--- config.mk ---
export PLATFORM = sky130hd
export DESIGN_NAME = hilo_div_unit
export DESIGN_NICKNAME = d
export VERILOG_FILES = /design/src/rtl/hilo_div_unit.sv
export SDC_FILE = /design/constraint.sdc
export NUM_CORES = 1
export LEC_CHECK = 0
export BUFFER_PORTS_ARGS = -buffer_cell sky130_fd_sc_hd__buf_4
export CELL_PAD_IN_SITES_DETAIL_PLACEMENT = 0
export CELL_PAD_IN_SITES_GLOBAL_PLACEMENT = 2
export CORE_AREA = 4 4 189 191
export CTS_CLUSTER_DIAMETER = 60
export DETAILED_ROUTE_END_ITERATION = 7
export DIE_AREA = 0 0 193 195
export PLACE_DENSITY = 0.95
export SYNTH_ARGS = -nofsm -noshare
export SYNTH_HDL_FRONTEND = slang
export SYNTH_SLANG_ARGS = --single-unit
--- constraint.sdc ---
create_clock -name clk -period 8.9 [get_ports clk]
set_clock_uncertainty 0.2 [all_clocks]
set_input_delay 1.78 -clock clk [delete_from_list [all_inputs] [get_ports clk]]
set_output_delay 1.78 -clock clk [all_outputs]
set_load 0.01 [all_outputs]
--- src/rtl/hilo_div_unit.sv ---
// hilo_div_unit: HI/LO register pair with a 32-cycle restoring divider (DIV/DIVU, MTHI/MTLO, MFHI/MFLO).
//   clk, resetn (async active-low)
//   hilowrite/hilodst/wdata : MTHI/MTLO write port; hilosrc/rdata : MFHI/MFLO read port
//   div_start/div_signed/div_a/div_b : divide request; flush : cancel division
//   div_busy : high while dividing; div_done : one-cycle result pulse
module hilo_div_unit (
  input  logic        clk,
  input  logic        resetn,
  input  logic        hilowrite,
  input  logic        hilodst,
  input  logic        hilosrc,
  input  logic [31:0] wdata,
  output logic [31:0] rdata,
  input  logic        div_start,
  input  logic        div_signed,
  input  logic [31:0] div_a,
  input  logic [31:0] div_b,
  input  logic        flush,
  output logic        div_busy,
  output logic        div_done
);
  typedef enum logic [1:0] {IDLE, RUN, DONE} state_t;
  state_t state, state_nx;
  logic [31:0] hi, lo, quo, dvs, rem, mag_a, mag_b, quo_nx, rem_nx, res_q, res_r;
  logic [32:0] shifted, diff;
  logic [5:0] cnt;
  logic neg_q, neg_r, accept, by_zero, finish, q_bit;
  assign accept  = state == IDLE && div_start && !flush;
  assign by_zero = accept && div_b == 32'd0;
  assign finish  = state == RUN && !flush && cnt == 6'd31;
  assign mag_a   = div_signed && div_a[31] ? -div_a : div_a;
  assign mag_b   = div_signed && div_b[31] ? -div_b : div_b;
  // 33-bit partial remainder: shift in the next dividend bit, keep the difference if it did not borrow
  assign shifted = {rem, quo[31]};
  assign diff    = shifted - {1'b0, dvs};
  assign q_bit   = !diff[32];
  assign rem_nx  = q_bit ? diff[31:0] : shifted[31:0];
  assign quo_nx  = {quo[30:0], q_bit};
  assign res_q   = neg_q ? -quo_nx : quo_nx;
  assign res_r   = neg_r ? -rem_nx : rem_nx;
  assign rdata    = hilosrc ? hi : lo;
  assign div_busy = state == RUN;
  assign div_done = state == DONE;
  always_comb begin
    state_nx = state == IDLE ? (accept ? (by_zero ? DONE : RUN) : IDLE) :
               state == RUN  ? (flush ? IDLE : (cnt == 6'd31 ? DONE : RUN)) : IDLE;
  end
  always_ff @(posedge clk or negedge resetn) begin
    if (!resetn) state <= IDLE;
    else state <= state_nx;
  end
  always_ff @(posedge clk or negedge resetn) begin
    if (!resetn) begin
      hi <= '0;
      lo <= '0;
      quo <= '0;
      dvs <= '0;
      rem <= '0;
      cnt <= '0;
      neg_q <= 1'b0;
      neg_r <= 1'b0;
    end else begin
      if (accept) begin
        quo <= mag_a;
        dvs <= mag_b;
        rem <= '0;
        cnt <= '0;
        neg_q <= div_signed & (div_a[31] ^ div_b[31]);
        neg_r <= div_signed & div_a[31];
      end else if (state == RUN) begin
        quo <= quo_nx;
        rem <= rem_nx;
        cnt <= cnt + 6'd1;
      end
      // a division result overrides a same-cycle MTHI/MTLO on both registers
      if (by_zero) begin
        hi <= div_a;
        lo <= '1;
      end else if (finish) begin
        hi <= res_r;
        lo <= res_q;
      end else if (hilowrite && hilodst) hi <= wdata;
      else if (hilowrite) lo <= wdata;
    end
  end
endmodule
==> results of run 1 <==
==> flip-flops by register name, indices dropped and copies added, names as in the netlist <==
name,count
cnt,6
dvs,32
hi,32
lo,32
neg_q,1
neg_r,1
quo,32
rem,32
state,2
==> layout by cell type, fill, tap and decap left out, types with 13 or more instances in the layout <==
| cell | count |
|---|---|
| ha_1 | 37 |
| a31oi_1 | 14 |
| xor2_1 | 49 |
| a21oi_1 | 92 |
| nand3_1 | 52 |
| nor2_1 | 97 |
| dfrtp_1 | 170 |
| nand2b_1 | 13 |
| xnor2_1 | 93 |
| clkbuf_16 | 17 |
| nor4_1 | 24 |
| inv_1 | 55 |
| buf_4 | 147 |
| nor3_1 | 32 |
| o21ai_0 | 170 |
| o21ai_1 | 28 |
| o22ai_1 | 38 |
| mux2_2 | 34 |
| or4_1 | 14 |
| mux2i_1 | 19 |
| o31ai_1 | 16 |
| nand2_1 | 281 |
| and2_1 | 14 |
==> worst max path at each step <==
stage | to | slack, ps | start | cells past startpoint
after global placement | hi[29] | 3070 | div_b[6] | 13
final | hi[26] | 3240 | quo[31] | 20
after detailed placement | hi[29] | 2960 | div_b[6] | 13
after CTS | hi[26] | 3280 | quo[31] | 20
after global routing | hi[26] | 2770 | quo[31] | 20
after floorplan | hi[26] | 3790 | quo[31] | 24
==> layer usage <==
layer | GRT usage [%] | share of wire, %
met5 | 0 | 0.038
met3 | 3.70 | 7.1
met1 | 32.7 | 48
met2 | 33.1 | 43
met4 | 4.62 | 1.5
==> power by group <==
part	internal, mW	switching [mW]	leakage, nW	total [mW]
clock	0.438	0.330	0.280	0.768
combinational	1.02	1.65	4.09	2.67
sequential	0.936	0.210	2.10	1.15
total	2.40	2.19	6.48	4.59
==> worst max-delay path, cell delays in order, from the launching register on <==
cell and delay [ps]:
dfrtp_1 440, inv_1 80, ha_1 190, inv_1 60, fa_1 410, a211oi_2 310
o211ai_2 190, a21oi_2 330, a211oi_1 130, a211o_2 420, mux2i_1 310, ha_1 270
nand2_1 60, a2111oi_0 560, nand3_1 170, mux2i_1 280, o21a_1 250, o2111ai_1 220
nor3b_2 320, o21ai_1 90, a31o_1 230
==> metrics by stage <==
step	cells	setup slack (ps)	utilization [%]	hold WS, ps
3_5_place_dp	2152	2960	42.3	271
6_report	2183	3240	44.0	278
2_1_floorplan	1651	3790	-	244
3_3_place_gp	2152	3070	42.3	262
5_1_grt	2183	2770	44.0	298
4_1_cts	2183	3280	44.0	287
==> cell families (layout without fill, tap and decap cells) <==
group,Yosys count,after routing,share of synthesized area [%]
AND/OR/NAND/NOR,599,599,21.2
AO/OA/AOI/OAI,490,490,24.0
flip-flops,170,170,32.4
buffers and inverters,158,235,4.84
XOR/XNOR,142,142,9.47
multiplexers,54,54,4.48
adder cells (fa/ha/maj),38,38,3.68
==> synth_stat cells (34+ instances only) <==
cell | count | share of area [%]
a21oi_1 | 92 | 3.5
clkbuf_1 | 67 | 1.9
dfrtp_1 | 170 | 32
ha_1 | 37 | 3.5
inv_1 | 55 | 1.6
mux2_2 | 34 | 2.9
nand2_1 | 283 | 8.1
nand3_1 | 52 | 2.0
nor2_1 | 97 | 2.8
o21ai_0 | 170 | 6.5
o22ai_1 | 38 | 1.8
xnor2_1 | 93 | 6.2
xor2_1 | 49 | 3.3
==> area by class of cell <==
type	count	area, um^2	share of cell area (%)
clock buffer	23	478	3.18
clock inverter	8	110	0.733
inverter	56	210	1.40
multi-input combinational	1323	8280	55.1
sequential	170	4250	28.3
tap	455	569	3.79
timing repair buffer	148	1110	7.42
==> impl_metrics.yaml, run 1 <==
clock_tree:
  cts_root_buf: "clkbuf_16"
  cts.clk_slew.worst_paths_ps: 70
  cts_setup_buffers: 0
  cts_sinks: 170
  cts_made_buffers: 17
  cts_tree: "built"
  ctsHoldBuffers: 0
  ctsResizeCount: 0
  clock_path_buffers: 2
  insertion_delay_ps: 440
  htree_levels: 4
grt:
  grt_overflow: 0
  grt_max_degree: 108
  antenna_found_initial: 1
  grt_pass1_wl_um: 65500
  track_usage_pct: 21.8
  grt_pass1_vias: 11600
drt:
  drc: 0
  via_count: 12400
  wl_per_cell_um: 19.4
  drt-total-wl_um: 42300
  viasPerCell: 5.68
  ant_nets: 0
  drt_iter0_drc: 995
  drt_first_pass_iters: 6
worst_setup_path:
  arrival_ps: 5780
  r2r_cells: 20
  r2r_end: "hi[26]"
  cp_max_fo: 13
  start_kind: "register"
  crit_required_ps: 9020
  reg2reg_from: "quo[31]"
  ff2ff_setup_slack_ps: 3240
  end_kind: "register"
  critPathKind: "reg -> reg"
finish:
  nets: 1858
  fillCellCount: 3438
  drive_gt1_share_pct: 14.5
  diodes: 0
  fin_area_mm2: 0.0150
  syn_to_final_growth_pct: 14.3
min_path:
  hold_path.class: "reg -> reg"
  min_to: "dvs[19]"
  hold_depth: 2
  hp-start: "dvs[19]"
die:
  io_pins: 138
  die_y_um: 195
  initial_core_util_pct: 38.5
  coreArea_mm2: 0.0341
  die_area_mm2: 0.0376
  fp.dieW_um: 193
  num_rows: 68
sta:
  rsz0062_at_grt: "false"
  fin_tns_setup_ps: 0
  relSlewSlack_pct: 21.7
  worst_pin_slew_ps: 1170
  finalSetupViolations: 0
  min_period_over_period_pct: 63.6
  max_freq_mhz: 177
  hold_violations: 0
  slew_viol_final: 0
  fin_crit_ps: 5660
pwr:
  p_per_area_mw_per_mm2: 305
  max-vdd-ir-drop_v: 0.000182
  p_leak_nw: 6.48
  p_total_mw: 4.59
synthesis:
  syn_area_mm2: 0.0131
  synth_nets: 1793
  syn_inst: 1651
  seq_area_frac_synth_pct: 32.4
  yosysWarningCount: 0
  ys.flop_type: "dfrtp_1"
  async_reset_ff_share_pct: 100
  synthDistinctLibCells: 92
  synth-seq-cells: 170
  synth_edf_count: 0
  synth_area_per_cell_um2: 7.96
placed_design:
  placed_cell_area_mm2: 0.0144
  finalWeightedCongestion: 0.910
  dpl.hpwl_um: 31200
  port_buffers: 137
job:
  maxCapViolCount: 0
run_status:
  status: "finished, final reports clean"
Power figures use the tool's default switching activity.
==> run 2: changes to the inputs <==
Settings changed: CORE_AREA 4 4 189 191 to 4 4 208 210, DIE_AREA 0 0 193 195 to 0 0 212 214, PLACE_DENSITY 0.95 to 0.87.
Clock period 8.9 ns to 5.1 ns, I/O delays scaled along.
==> run 2 against run 1 <==
Compared with the run above: power is 87% higher; hold slack improved by 1.3 ps; setup slack got worse by 3000 ps; clock power grew 69%; critical path depth increased by 2; count of clock-buffer cells in the layout shrank 4; design area rose by 4.2%; register-to-register slack worse by 3000 ps; flip-flop and latch count did not move; sequential share of layout area fell by 1.1 points; non-clock buffer count up 59; wire length grew 9.0%; highest routed layer is now met4.
==> impl_metrics.yaml, run 2 (same netlist as run 1, synthesis figures left out) <==
clock_tree:
  cts_tree: "built"
  clock_path_buffers: 2
  cts.clk_slew.worst_paths_ps: 80
  insertion_delay_ps: 470
  ctsHoldBuffers: 0
  cts_sinks: 170
  htree_levels: 4
  cts_made_buffers: 17
  cts_root_buf: "clkbuf_16"
pwr:
  p_comb_share_pct: 61.5
  internal_power_mw: 4.47
  seq_power_share_pct: 23.3
  p_leak_nw: 6.77
  p_clk_share_pct: 15.2
  swShare_pct: 47.8
  max-vdd-ir-drop_v: 0.000311
  p_per_area_mw_per_mm2: 546
  p_total_mw: 8.56
  p_sw_mw: 4.09
worst_setup_path:
  critPathKind: "reg -> reg"
  reg2reg_from: "quo[31]"
  ff2ff_setup_slack_ps: 250
  crit_required_ps: 5260
  cpPeakStageDelay_ps: 420
  end_kind: "register"
  r2r_end: "hi[26]"
  crit_buf_inv: 5
  slowest_stage: "dfrtp_1"
  arrival_ps: 5010
  start_kind: "register"
  critPathTopFamily: "compound AO/OA/AOI/OAI gates"
  r2r_cells: 22
  cp_max_fo: 4
  path_cells: "inv_2 > ha_4 > inv_2 > fa_2 > a211oi_4 > o211ai_2 > a21oi_2 > a211oi_2 > a211o_4 > buf_6 > a21oi_4 > ha_2 > buf_4 > nand3b_1 > or3_1 > mux2i_1 > buf_4 > o21a_1 > o2111ai_2 > nor3b_2 > o21ai_1 > a31o_1"
drt:
  ant_nets: 0
  drt-total-wl_um: 46100
  drt_iter0_drc: 900
  via_count: 12700
  drt_first_pass_iters: 5
  wl_per_cell_um: 19.8
  viasPerCell: 5.48
  drc: 0
sta:
  whs_ps: 279
  finalSetupViolations: 0
  fin_crit_ps: 4850
  worst_pin_slew_ps: 1110
  min_period_over_period_pct: 95.1
  relSlewSlack_pct: 25.9
  hold_violations: 0
  slew_viol_final: 0
  max_freq_mhz: 206
placed_design:
  placed_cell_area_mm2: 0.0150
  finalWeightedCongestion: 0.898
  port_buffers: 137
  dpl.hpwl_um: 34700
die:
  num_rows: 75
  io_pins: 138
  die_y_um: 214
  initial_core_util_pct: 31.6
  coreArea_mm2: 0.0416
  fp.dieW_um: 212
  die_area_mm2: 0.0454
grt:
  track_usage_pct: 19.9
  grt_pass1_vias: 12100
  grt_pass1_wl_um: 71800
  grt_max_degree: 107
  grt_overflow: 0
  antenna_found_initial: 0
min_path:
  hold_path.class: "reg -> reg"
  hp-start: "dvs[2]"
  min_to: "dvs[2]"
  hold_depth: 2
finish:
  syn_to_final_growth_pct: 19.2
  diodes: 0
  layout_common_cells: "nand2_1 (281), buf_4 (202), o21ai_0 (170), dfrtp_1 (170), nor2_1 (97)"
  nets: 1917
  drive_gt1_share_pct: 18.1
  fin_area_mm2: 0.0157
  mostFrequentLayoutCell: "nand2_1"
job:
  maxCapViolCount: 0
run_status:
  status: "finished, final reports clean"
-- run 2: power groups by stage --
stage	combinational, mW	clock, mW	sequential [mW]
2_1_floorplan	3.53	0	1.86
3_3_place_gp	5.04	0	1.98
3_5_place_dp	5.05	0	2.00
4_1_cts	5.09	1.33	1.98
5_1_grt	5.77	1.37	2.03
6_report	5.26	1.30	1.99
-- run 2: cell type report --
class,instances,area (um^2)
flip-flops and latches,170,4250
multi-input cells,1323,8360
clock inverters,12,105
inverters,56,210
well taps,539,674
repair buffers,207,1600
clock buffers,19,453
fillers,4296,25900
-- run 2: repair_timing --
item | CTS | global route
pin swaps | 0 | 11
endpoints found under the setup margin | 1 | 5
resized for setup | 1 | 15
buffers inserted | 0 | 5
endpoints found under the hold margin | 0 | 0
-- run 2: how the worst max path moves through the flow --
stage,slack [ps],cells after the start,start,to
after floorplan,60,24,quo[31],hi[26]
final,250,22,quo[31],hi[26]
after detailed placement,-20,22,quo[31],hi[26]
after global routing,-30,22,quo[31],hi[26]
after CTS,110,22,quo[31],hi[26]
after global placement,190,22,quo[31],hi[26]
-- run 2: worst reg2reg max path: stages, from the launching register on --
cell and delay (ps):
dfrtp_1 420, inv_2 90, ha_4 140, inv_2 40
fa_2 410, a211oi_4 300, o211ai_2 160, a21oi_2 240
a211oi_2 100, a211o_4 370, buf_6 140, a21oi_4 130
ha_2 190, buf_4 110, nand3b_1 90, or3_1 360
mux2i_1 150, buf_4 140, o21a_1 190, o2111ai_2 170
nor3b_2 300, o21ai_1 100, a31o_1 230
-- run 2: layer usage --
| metal | part of all wire (%) | up-vias | track usage [%] |
|---|---|---|---|
| met5 | 0 | - | 0 |
| met2 | 44 | 399 | 30.2 |
| met3 | 6.2 | 39 | 3.60 |
| li1 | - | 6187 | - |
| met4 | 1.6 | 0 | 4.93 |
| met1 | 48 | 6120 | 29.2 |
-- run 2: through the flow --
| step | worst slack, ps | setup TNS, ps | cells | util [%] |
|---|---|---|---|---|
| floorplan | 60.1 | 0 | 1651 | - |
| global placement | 189 | 0 | 2290 | 36.0 |
| detailed placement | -17.1 | -17.1 | 2290 | 36.0 |
| CTS | 110 | 0 | 2321 | 37.4 |
| global route | -27.7 | -27.7 | 2326 | 37.7 |
| finish | 248 | 0 | 2326 | 37.7 |
